`src/rtl/vinstru_mc_if.sv`:
```
// Capture-memory port of the pulse instrument: byte-addressed 32-bit BRAM write side.
// The instrument drives through the master modport; the memory uses the slave modport.
interface vinstru_mc_if #(
  parameter int DEPTH_LOG2 = 12
);
  logic                  bram_clk;
  logic                  bram_rst;
  logic                  bram_en;
  logic [3:0]            bram_we;
  logic [DEPTH_LOG2+1:0] bram_addr;
  logic [31:0]           bram_din;
  logic [31:0]           bram_dout;

  modport master (
    output bram_clk,
    output bram_rst,
    output bram_en,
    output bram_we,
    output bram_addr,
    output bram_din,
    input  bram_dout
  );

  modport slave (
    input  bram_clk,
    input  bram_rst,
    input  bram_en,
    input  bram_we,
    input  bram_addr,
    input  bram_din,
    output bram_dout
  );
endinterface

```
`src/rtl/vinstru_mc.sv`:
```
// Multi-channel pulse generator with LFSR noise that captures frames of DEPTH
// saturated samples into a BRAM, in single-shot or continuous re-arm mode.
module vinstru_mc #(
  parameter int NCH        = 4,
  parameter int DEPTH_LOG2 = 12
) (
  input  logic              axi_aclk,
  input  logic              axi_aresetn,
  input  logic              reset,
  input  logic              run,
  input  logic              mode,
  input  logic [NCH-1:0]    enable,
  input  logic [NCH*32-1:0] pulse_period,
  input  logic [NCH*16-1:0] pulse_width,
  input  logic [NCH*16-1:0] pulse_amplitude,
  input  logic [15:0]       noise_amplitude,
  output logic              busy,
  output logic              done,
  output logic [15:0]       frame_count,
  vinstru_mc_if.master      bram
);

  localparam logic [15:0] LFSR_SEED = 16'hACE1;
  // Nine 16-bit terms at most (8 channels + noise) fit in 20 signed bits.
  localparam int SUM_W = 20;

  typedef enum logic [1:0] {
    S_IDLE,
    S_CAPTURE,
    S_DRAIN,
    S_DONE
  } state_t;

  state_t                  state_reg, state_next;
  logic [DEPTH_LOG2-1:0]   cap_cnt_reg;
  logic                    drain_cnt_reg;
  logic                    run_reg;
  logic                    armed_reg;
  logic [15:0]             frame_count_reg;
  logic [15:0]             lfsr_reg;
  logic                    lfsr_fb;
  logic                    enter_capture;

  logic                    v1_reg;
  logic [DEPTH_LOG2-1:0]   k1_reg;
  logic [15:0]             k16;
  logic [NCH*16-1:0]       ch_bus;

  logic signed [31:0]      noise_prod;
  logic [15:0]             noise_w;
  logic signed [SUM_W-1:0] sum_full;
  logic [15:0]             sat_w;

  logic                    bram_en_reg;
  logic [3:0]              bram_we_reg;
  logic [DEPTH_LOG2+1:0]   bram_addr_reg;
  logic [31:0]             bram_din_reg;
  logic                    unused_dout;

  // ---------------- control FSM ----------------
  always_comb begin
    state_next = state_reg;
    case (state_reg)
      S_IDLE:    if (run && !run_reg && armed_reg) state_next = S_CAPTURE;
      S_CAPTURE: if (cap_cnt_reg == {DEPTH_LOG2{1'b1}}) state_next = S_DRAIN;
      S_DRAIN:   if (drain_cnt_reg) state_next = S_DONE;
      S_DONE:    state_next = (mode && run) ? S_CAPTURE : S_IDLE;
      default:   state_next = S_IDLE;
    endcase
  end

  assign enter_capture = (state_next == S_CAPTURE) && (state_reg != S_CAPTURE);
  assign lfsr_fb       = lfsr_reg[0] ^ lfsr_reg[2] ^ lfsr_reg[3] ^ lfsr_reg[5];

  // armed_reg demands that run be seen low after any reset before a new start.
  always_ff @(posedge axi_aclk or negedge axi_aresetn) begin
    if (!axi_aresetn) begin
      state_reg       <= S_IDLE;
      cap_cnt_reg     <= '0;
      drain_cnt_reg   <= 1'b0;
      run_reg         <= 1'b0;
      armed_reg       <= 1'b0;
      frame_count_reg <= 16'd0;
      lfsr_reg        <= LFSR_SEED;
    end else if (reset) begin
      state_reg       <= S_IDLE;
      cap_cnt_reg     <= '0;
      drain_cnt_reg   <= 1'b0;
      run_reg         <= 1'b0;
      armed_reg       <= 1'b0;
      frame_count_reg <= 16'd0;
      lfsr_reg        <= LFSR_SEED;
    end else begin
      state_reg     <= state_next;
      run_reg       <= run;
      lfsr_reg      <= {lfsr_fb, lfsr_reg[15:1]};
      cap_cnt_reg   <= (state_reg == S_CAPTURE) ? cap_cnt_reg + 1'b1 : '0;
      drain_cnt_reg <= (state_reg == S_DRAIN) ? ~drain_cnt_reg : 1'b0;
      if (!run) armed_reg <= 1'b1;
      if (state_next == S_DONE && state_reg != S_DONE)
        frame_count_reg <= frame_count_reg + 16'd1;
    end
  end

  assign busy        = (state_reg != S_IDLE);
  assign done        = (state_reg == S_DONE);
  assign frame_count = frame_count_reg;

  // ---------------- per-channel pulse generators (stage 1) ----------------
  genvar gi;
  generate
    for (gi = 0; gi < NCH; gi++) begin : g_ch
      logic [31:0]        period_w;
      logic [31:0]        period_eff;
      logic [15:0]        width_w;
      logic [15:0]        amp_w;
      logic [31:0]        phase_reg;
      logic [15:0]        ch_out_reg;

      assign period_w   = pulse_period[32*gi +: 32];
      assign period_eff = (period_w == 32'd0) ? 32'd1 : period_w;
      assign width_w    = pulse_width[16*gi +: 16];
      assign amp_w      = pulse_amplitude[16*gi +: 16];

      always_ff @(posedge axi_aclk or negedge axi_aresetn) begin
        if (!axi_aresetn) begin
          phase_reg  <= 32'd0;
          ch_out_reg <= 16'd0;
        end else if (reset) begin
          phase_reg  <= 32'd0;
          ch_out_reg <= 16'd0;
        end else begin
          if (enter_capture)
            phase_reg <= 32'd0;
          else if (state_reg == S_CAPTURE)
            phase_reg <= (phase_reg >= period_eff - 32'd1) ? 32'd0 : phase_reg + 32'd1;
          ch_out_reg <= (enable[gi] && (phase_reg < {16'd0, width_w})) ? amp_w : 16'd0;
        end
      end

      assign ch_bus[16*gi +: 16] = ch_out_reg;
    end

    if (DEPTH_LOG2 >= 16) begin : g_k_trunc
      assign k16 = k1_reg[15:0];
    end else begin : g_k_ext
      assign k16 = {{(16-DEPTH_LOG2){1'b0}}, k1_reg};
    end
  endgenerate

  // ---------------- noise, sum and saturation (stage 2) ----------------
  assign noise_prod = 32'($signed(lfsr_reg)) * 32'($signed({1'b0, noise_amplitude}));
  assign noise_w    = 16'(noise_prod >>> 16);

  always_comb begin
    sum_full = {{(SUM_W-16){noise_w[15]}}, noise_w};
    for (int i = 0; i < NCH; i++)
      sum_full = sum_full + {{(SUM_W-16){ch_bus[16*i+15]}}, ch_bus[16*i +: 16]};
    if (sum_full > 20'sd32767)
      sat_w = 16'h7FFF;
    else if (sum_full < -20'sd32768)
      sat_w = 16'h8000;
    else
      sat_w = sum_full[15:0];
  end

  always_ff @(posedge axi_aclk or negedge axi_aresetn) begin
    if (!axi_aresetn) begin
      v1_reg        <= 1'b0;
      k1_reg        <= '0;
      bram_en_reg   <= 1'b0;
      bram_we_reg   <= 4'h0;
      bram_addr_reg <= '0;
      bram_din_reg  <= 32'd0;
    end else if (reset) begin
      v1_reg        <= 1'b0;
      k1_reg        <= '0;
      bram_en_reg   <= 1'b0;
      bram_we_reg   <= 4'h0;
      bram_addr_reg <= '0;
      bram_din_reg  <= 32'd0;
    end else begin
      v1_reg      <= (state_reg == S_CAPTURE);
      k1_reg      <= cap_cnt_reg;
      bram_en_reg <= v1_reg;
      bram_we_reg <= {4{v1_reg}};
      if (v1_reg) begin
        bram_addr_reg <= {k1_reg, 2'b00};
        bram_din_reg  <= {k16, sat_w};
      end
    end
  end

  assign bram.bram_clk  = axi_aclk;
  assign bram.bram_rst  = 1'b0;
  assign bram.bram_en   = bram_en_reg;
  assign bram.bram_we   = bram_we_reg;
  assign bram.bram_addr = bram_addr_reg;
  assign bram.bram_din  = bram_din_reg;
  assign unused_dout    = ^bram.bram_dout;

endmodule

```
`src/flat_wrapper.sv`:
```
// flat-port wrapper written by rule: the top's interface ports become plain ports
module vinstru_mc_flat 
#(
  parameter int NCH        = 4,
  parameter int DEPTH_LOG2 = 12
)
  (axi_aclk, axi_aresetn, reset, run, mode, enable, pulse_period, pulse_width, pulse_amplitude, noise_amplitude, busy, done, frame_count, bram_bram_clk, bram_bram_rst, bram_bram_en, bram_bram_we, bram_bram_addr, bram_bram_din, bram_bram_dout);
  vinstru_mc_if #(.DEPTH_LOG2(DEPTH_LOG2)) bram_i ();
  input  logic axi_aclk;
  input  logic axi_aresetn;
  input  logic reset;
  input  logic run;
  input  logic mode;
  input  logic [NCH-1:0] enable;
  input  logic [NCH*32-1:0] pulse_period;
  input  logic [NCH*16-1:0] pulse_width;
  input  logic [NCH*16-1:0] pulse_amplitude;
  input  logic [15:0] noise_amplitude;
  output logic busy;
  output logic done;
  output logic [15:0] frame_count;
  output wire logic [$bits(bram_i.bram_clk)-1:0] bram_bram_clk;
  output wire logic [$bits(bram_i.bram_rst)-1:0] bram_bram_rst;
  output wire logic [$bits(bram_i.bram_en)-1:0] bram_bram_en;
  output wire logic [$bits(bram_i.bram_we)-1:0] bram_bram_we;
  output wire logic [$bits(bram_i.bram_addr)-1:0] bram_bram_addr;
  output wire logic [$bits(bram_i.bram_din)-1:0] bram_bram_din;
  input wire logic [$bits(bram_i.bram_dout)-1:0] bram_bram_dout;
  assign bram_bram_clk = bram_i.bram_clk;
  assign bram_bram_rst = bram_i.bram_rst;
  assign bram_bram_en = bram_i.bram_en;
  assign bram_bram_we = bram_i.bram_we;
  assign bram_bram_addr = bram_i.bram_addr;
  assign bram_bram_din = bram_i.bram_din;
  assign bram_i.bram_dout = bram_bram_dout;
  vinstru_mc #(.NCH(NCH), .DEPTH_LOG2(DEPTH_LOG2)) u_core (.axi_aclk(axi_aclk), .axi_aresetn(axi_aresetn), .reset(reset), .run(run), .mode(mode), .enable(enable), .pulse_period(pulse_period), .pulse_width(pulse_width), .pulse_amplitude(pulse_amplitude), .noise_amplitude(noise_amplitude), .busy(busy), .done(done), .frame_count(frame_count), .bram(bram_i));
endmodule
```
`config.mk`:
```
export PLATFORM = sky130hd
export DESIGN_NAME = vinstru_mc_flat
export DESIGN_NICKNAME = d
export VERILOG_FILES = /design/src/rtl/vinstru_mc_if.sv /design/src/rtl/vinstru_mc.sv /design/src/flat_wrapper.sv
export SDC_FILE = /design/constraint.sdc
export NUM_CORES = 2
export LEC_CHECK = 0
export CAP_MARGIN = 20
export CORE_UTILIZATION = 55
export CTS_CLUSTER_DIAMETER = 60
export CTS_CLUSTER_SIZE = 20
export DETAILED_ROUTE_END_ITERATION = 12
export PLACE_DENSITY = 0.79
export SKIP_CTS_REPAIR_TIMING = 1
export SYNTH_ARGS = -nofsm -noshare
export SYNTH_HDL_FRONTEND = slang
export SYNTH_SLANG_ARGS = --single-unit
```
`constraint.sdc`:
```
create_clock -name axi_aclk -period 12.91 [get_ports axi_aclk]
set_clock_uncertainty 0.1 [all_clocks]
set_input_delay 1.291 -clock axi_aclk [delete_from_list [all_inputs] [get_ports axi_aclk]]
set_output_delay 1.291 -clock axi_aclk [all_outputs]
set_load 0.02 [all_outputs]
```
Yosys cells after proc, flatten, opt, wreduce, memory -nomap -nowiden. Cells that the tools add are included.

Register bits after elaboration: 305. Input port bits: 313. Output and inout bits: 71. Word-level logic and storage cells: 132.

Add/sub/neg operators: 14. Multiply operators: 1. $lt $le $gt $ge: 10. Eq/ne operators: 9. Muxes and demuxes: 54. Bitwise logic cells: 4. Reduce and logical (&&, ||, !) cells: 19.

Operators with widths (number): $mux W32 (22); $mux W16 (13); $add A32 B1 Y32 const B (4); $ge A32 B32 Y1 (4); $logic_not A32 Y1 (4); $lt A32 B16 Y1 (4); $sub A32 B1 Y32 const B (4); $add A20 B20 Y20 (3); $mux W12 (3); $mul A16 B17 Y32 (1); $mux W14 (2); $gt A20 B16 Y1 const B (1); $lt A20 B16 Y1 const B (1); $add A16 B16 Y17 (1); $add A16 B1 Y16 const B (1); $add A12 B1 Y12 const B (1); $eq A12 B12 Y1 const B (1); $logic_and A1 B1 Y1 (9); $mux W1 (8); $mux W2 (4); $pmux W2 S4 (1); $eq A2 B2 Y1 const B (3); $reduce_bool A2 Y1 (3); $eq A2 B1 Y1 const B (2); other kinds (8) (11).

Longest topological paths before layout.
Word-level depth: 10. Mapped depth: 45.

==> results.cfg <==
[timing]
tightestPinTransition_ps = 1010
drv_slew = 0
rsz0062_at_grt = false
max_freq_ghz = 0.0847
finalCritPeriodShare_pct = 91.4
fin_ws_ps = 1110
period_needed_ps = 11800
hold_viol = 0
slew_headroom_pct = 32.4
fin_tns_setup_ps = 0
finalSetupViolations = 0

[logic_synthesis]
syn_inst = 3419
synthArstFlopShare_pct = 100
yosysWarnings = 0
synthFlopType = dfrtp_1
yosysUniqueCellTypes = 74
syn_avg_cell_area_sq_um = 8.79
synth_edf_count = 0
synth_area_sq_um = 30100
synth_seq_cells = 283
yosysSeqAreaShare_pct = 23.6

[finish]
fin_util_pct = 65.1
drive_above_1_share_pct = 3.40
ff_latch_area_sq_um = 7090
nNetsFinal = 4571
largest_reg_flops = 128
areaGrowthSynthToFinish_pct = 16.8
multi_input_area_sq_um = 20800
nFillCells = 4393

[worst_setup_path]
cp-startpoint = noise_amplitude[12]
ff2ff_setup_slack_ps = 1910
cp_max_fo = 16
critPathKind = in -> reg
max_stage_delay_ps = 920
crit_slowest_cell = clkdlybuf4s50_1
crit_top_cell = fa_1
end_kind = flip-flop
timing.rr.start = u_core.lfsr_reg[3]
timing.rr.end = u_core.bram.bram_din[5]
reg2reg_depth = 36
worstPathArrival_ps = 12340
cp-start-kind = input port
required_ps = 13450

[die]
ios = 384
core_sq_um = 53900
start_util_pct = 55.7
die_area_sq_um = 55600
rows = 85
die_w_um = 236
die_h_um = 236

[hold_path]
whs_path_depth = 1
worstHoldStart = u_core.drain_cnt_reg
min_to = u_core.drain_cnt_reg
hp-class = reg -> reg

[detailed_routing]
wl_um = 77900
wl_per_cell_um = 17.7
drt_first_pass_iters = 6
drt_iter0_drc = 1628
vias_per_cell = 5.76
post-route-drc-count = 0
postRouteAntennaNets = 0
vias = 25400

[global_routing]
antenna_found_initial = 7
grt_overflow_total = 0
grt_use_total_pct = 28.3
grt_pass1_wl_um = 127000
grt_max_degree = 84
grt_pass1_vias = 25300

[clocking]
clkLatencyLatePin_ps = 700
cts_tree = done
clkTransAtPathRegs_ps = 80

[run_status]
status = finished, final reports clean

[placed_design]
dpl.hpwl_um = 60400
io_buffer_count = 344
dp_slack_ps = 582
gp_congestion = 0.936

[flow_run]
drv_cap = 0
-- synthesized netlist by cell type, types with 9 or more instances --
| library cell | number | area share [%] |
|---|---|---|
| inv_1 | 430 | 5.4 |
| ha_1 | 349 | 15 |
| nand2_1 | 299 | 3.7 |
| dfrtp_1 | 275 | 23 |
| fa_1 | 227 | 15 |
| nor2_1 | 185 | 2.3 |
| a21oi_1 | 152 | 2.5 |
| and2_1 | 143 | 3.0 |
| o21ai_0 | 129 | 2.1 |
| xnor2_1 | 114 | 3.3 |
| clkbuf_1 | 107 | 1.3 |
| a21o_1 | 91 | 2.3 |
| nand3_1 | 88 | 1.5 |
| a31oi_1 | 86 | 1.8 |
| xor2_1 | 66 | 1.9 |
| a211oi_1 | 64 | 1.6 |
| nor3_1 | 58 | 0.97 |
| nor4_1 | 57 | 1.2 |
| and3_1 | 53 | 1.1 |
| or3_1 | 50 | 1.0 |
| nand2b_1 | 47 | 0.98 |
| nor2b_1 | 47 | 0.98 |
| nand4_1 | 43 | 0.90 |
| buf_4 | 24 | 0.60 |
| nor3b_1 | 23 | 0.57 |
| and4_1 | 18 | 0.52 |
| a221o_1 | 17 | 0.57 |
| mux2i_1 | 17 | 0.57 |
| or2_2 | 17 | 0.35 |
| a41oi_1 | 12 | 0.35 |
| o21a_1 | 10 | 0.25 |
| a22o_1 | 9 | 0.26 |
| buf_1 | 9 | 0.11 |
-- metrics by stage --
stage	area [sq um]	std cells	hold WS [ps]
2_1_floorplan	30100	3425	322
6_report	35100	4406	363
3_3_place_gp	34000	4344	339
3_5_place_dp	34000	4344	345
5_1_grt	35100	4406	406
4_1_cts	35000	4398	356
-- cells by family after synthesis --
kind of cell    after synthesis  share of synthesized area [%]
flops                       283                           23.6
compound gates              623                           13.3
fa+ha+maj                   576                           29.7
simple gates               1165                           20.2
xor+xnor                    180                           5.25
other cells                   1                         0.0125
mux                          17                          0.566
buf+inv                     574                           7.48
-- cells in the final DEF (no fill, tap or decap), types with 53 or more instances in the layout --
| master | n |
|---|---|
| xnor2_1 | 114 |
| dfrtp_1 | 275 |
| a31oi_1 | 86 |
| a21o_1 | 91 |
| nor3_1 | 57 |
| nand3_1 | 88 |
| fa_1 | 227 |
| inv_1 | 430 |
| and2_1 | 143 |
| a211oi_1 | 64 |
| a21oi_1 | 150 |
| and3_1 | 53 |
| nor2_1 | 185 |
| o21ai_0 | 129 |
| nor4_1 | 57 |
| clkdlybuf4s50_1 | 342 |
| ha_1 | 349 |
| xor2_1 | 66 |
| nand2_1 | 299 |
-- area by class of cell --
cell class,count,area share (%)
clock buffers,34,2.32
well taps,696,2.48
repair buffers,366,10.3
flip-flops and latches,283,20.2
clock inverters,21,0.806
inverters,431,4.61
diodes,7,0.0499
multi-input cells,2568,59.2
-- routing by layer --
| layer | GRT usage, % | share of wire [%] |
|---|---|---|
| met4 | 11.9 | 3.8 |
| met2 | 46.5 | 47 |
| met1 | 36.9 | 43 |
| met3 | 4.83 | 6.7 |
| met5 | 0 | 0 |
-- worst max path at each step --
stage | cells past startpoint | end | slack [ps]
after global placement | 37 | u_core.bram.bram_din[6] | 710
after global routing | 39 | u_core.bram.bram_din[14] | 420
final | 37 | u_core.bram.bram_din[5] | 1110
after detailed placement | 37 | u_core.bram.bram_din[13] | 580
after CTS | 37 | u_core.bram.bram_din[5] | 1250
after floorplan | 42 | u_core.bram.bram_din[10] | 2350
-- worst max-delay path, delay by kind of cell --
kind	cells	cell delay (ps)
fa+ha+maj	10	4760
simple gates	8	1720
buf+inv	5	1160
compound gates	12	2830
xor+xnor	2	550
Power is not shown: default switching activity piles up to over one toggle a cycle in this logic, so the estimate is an artifact.
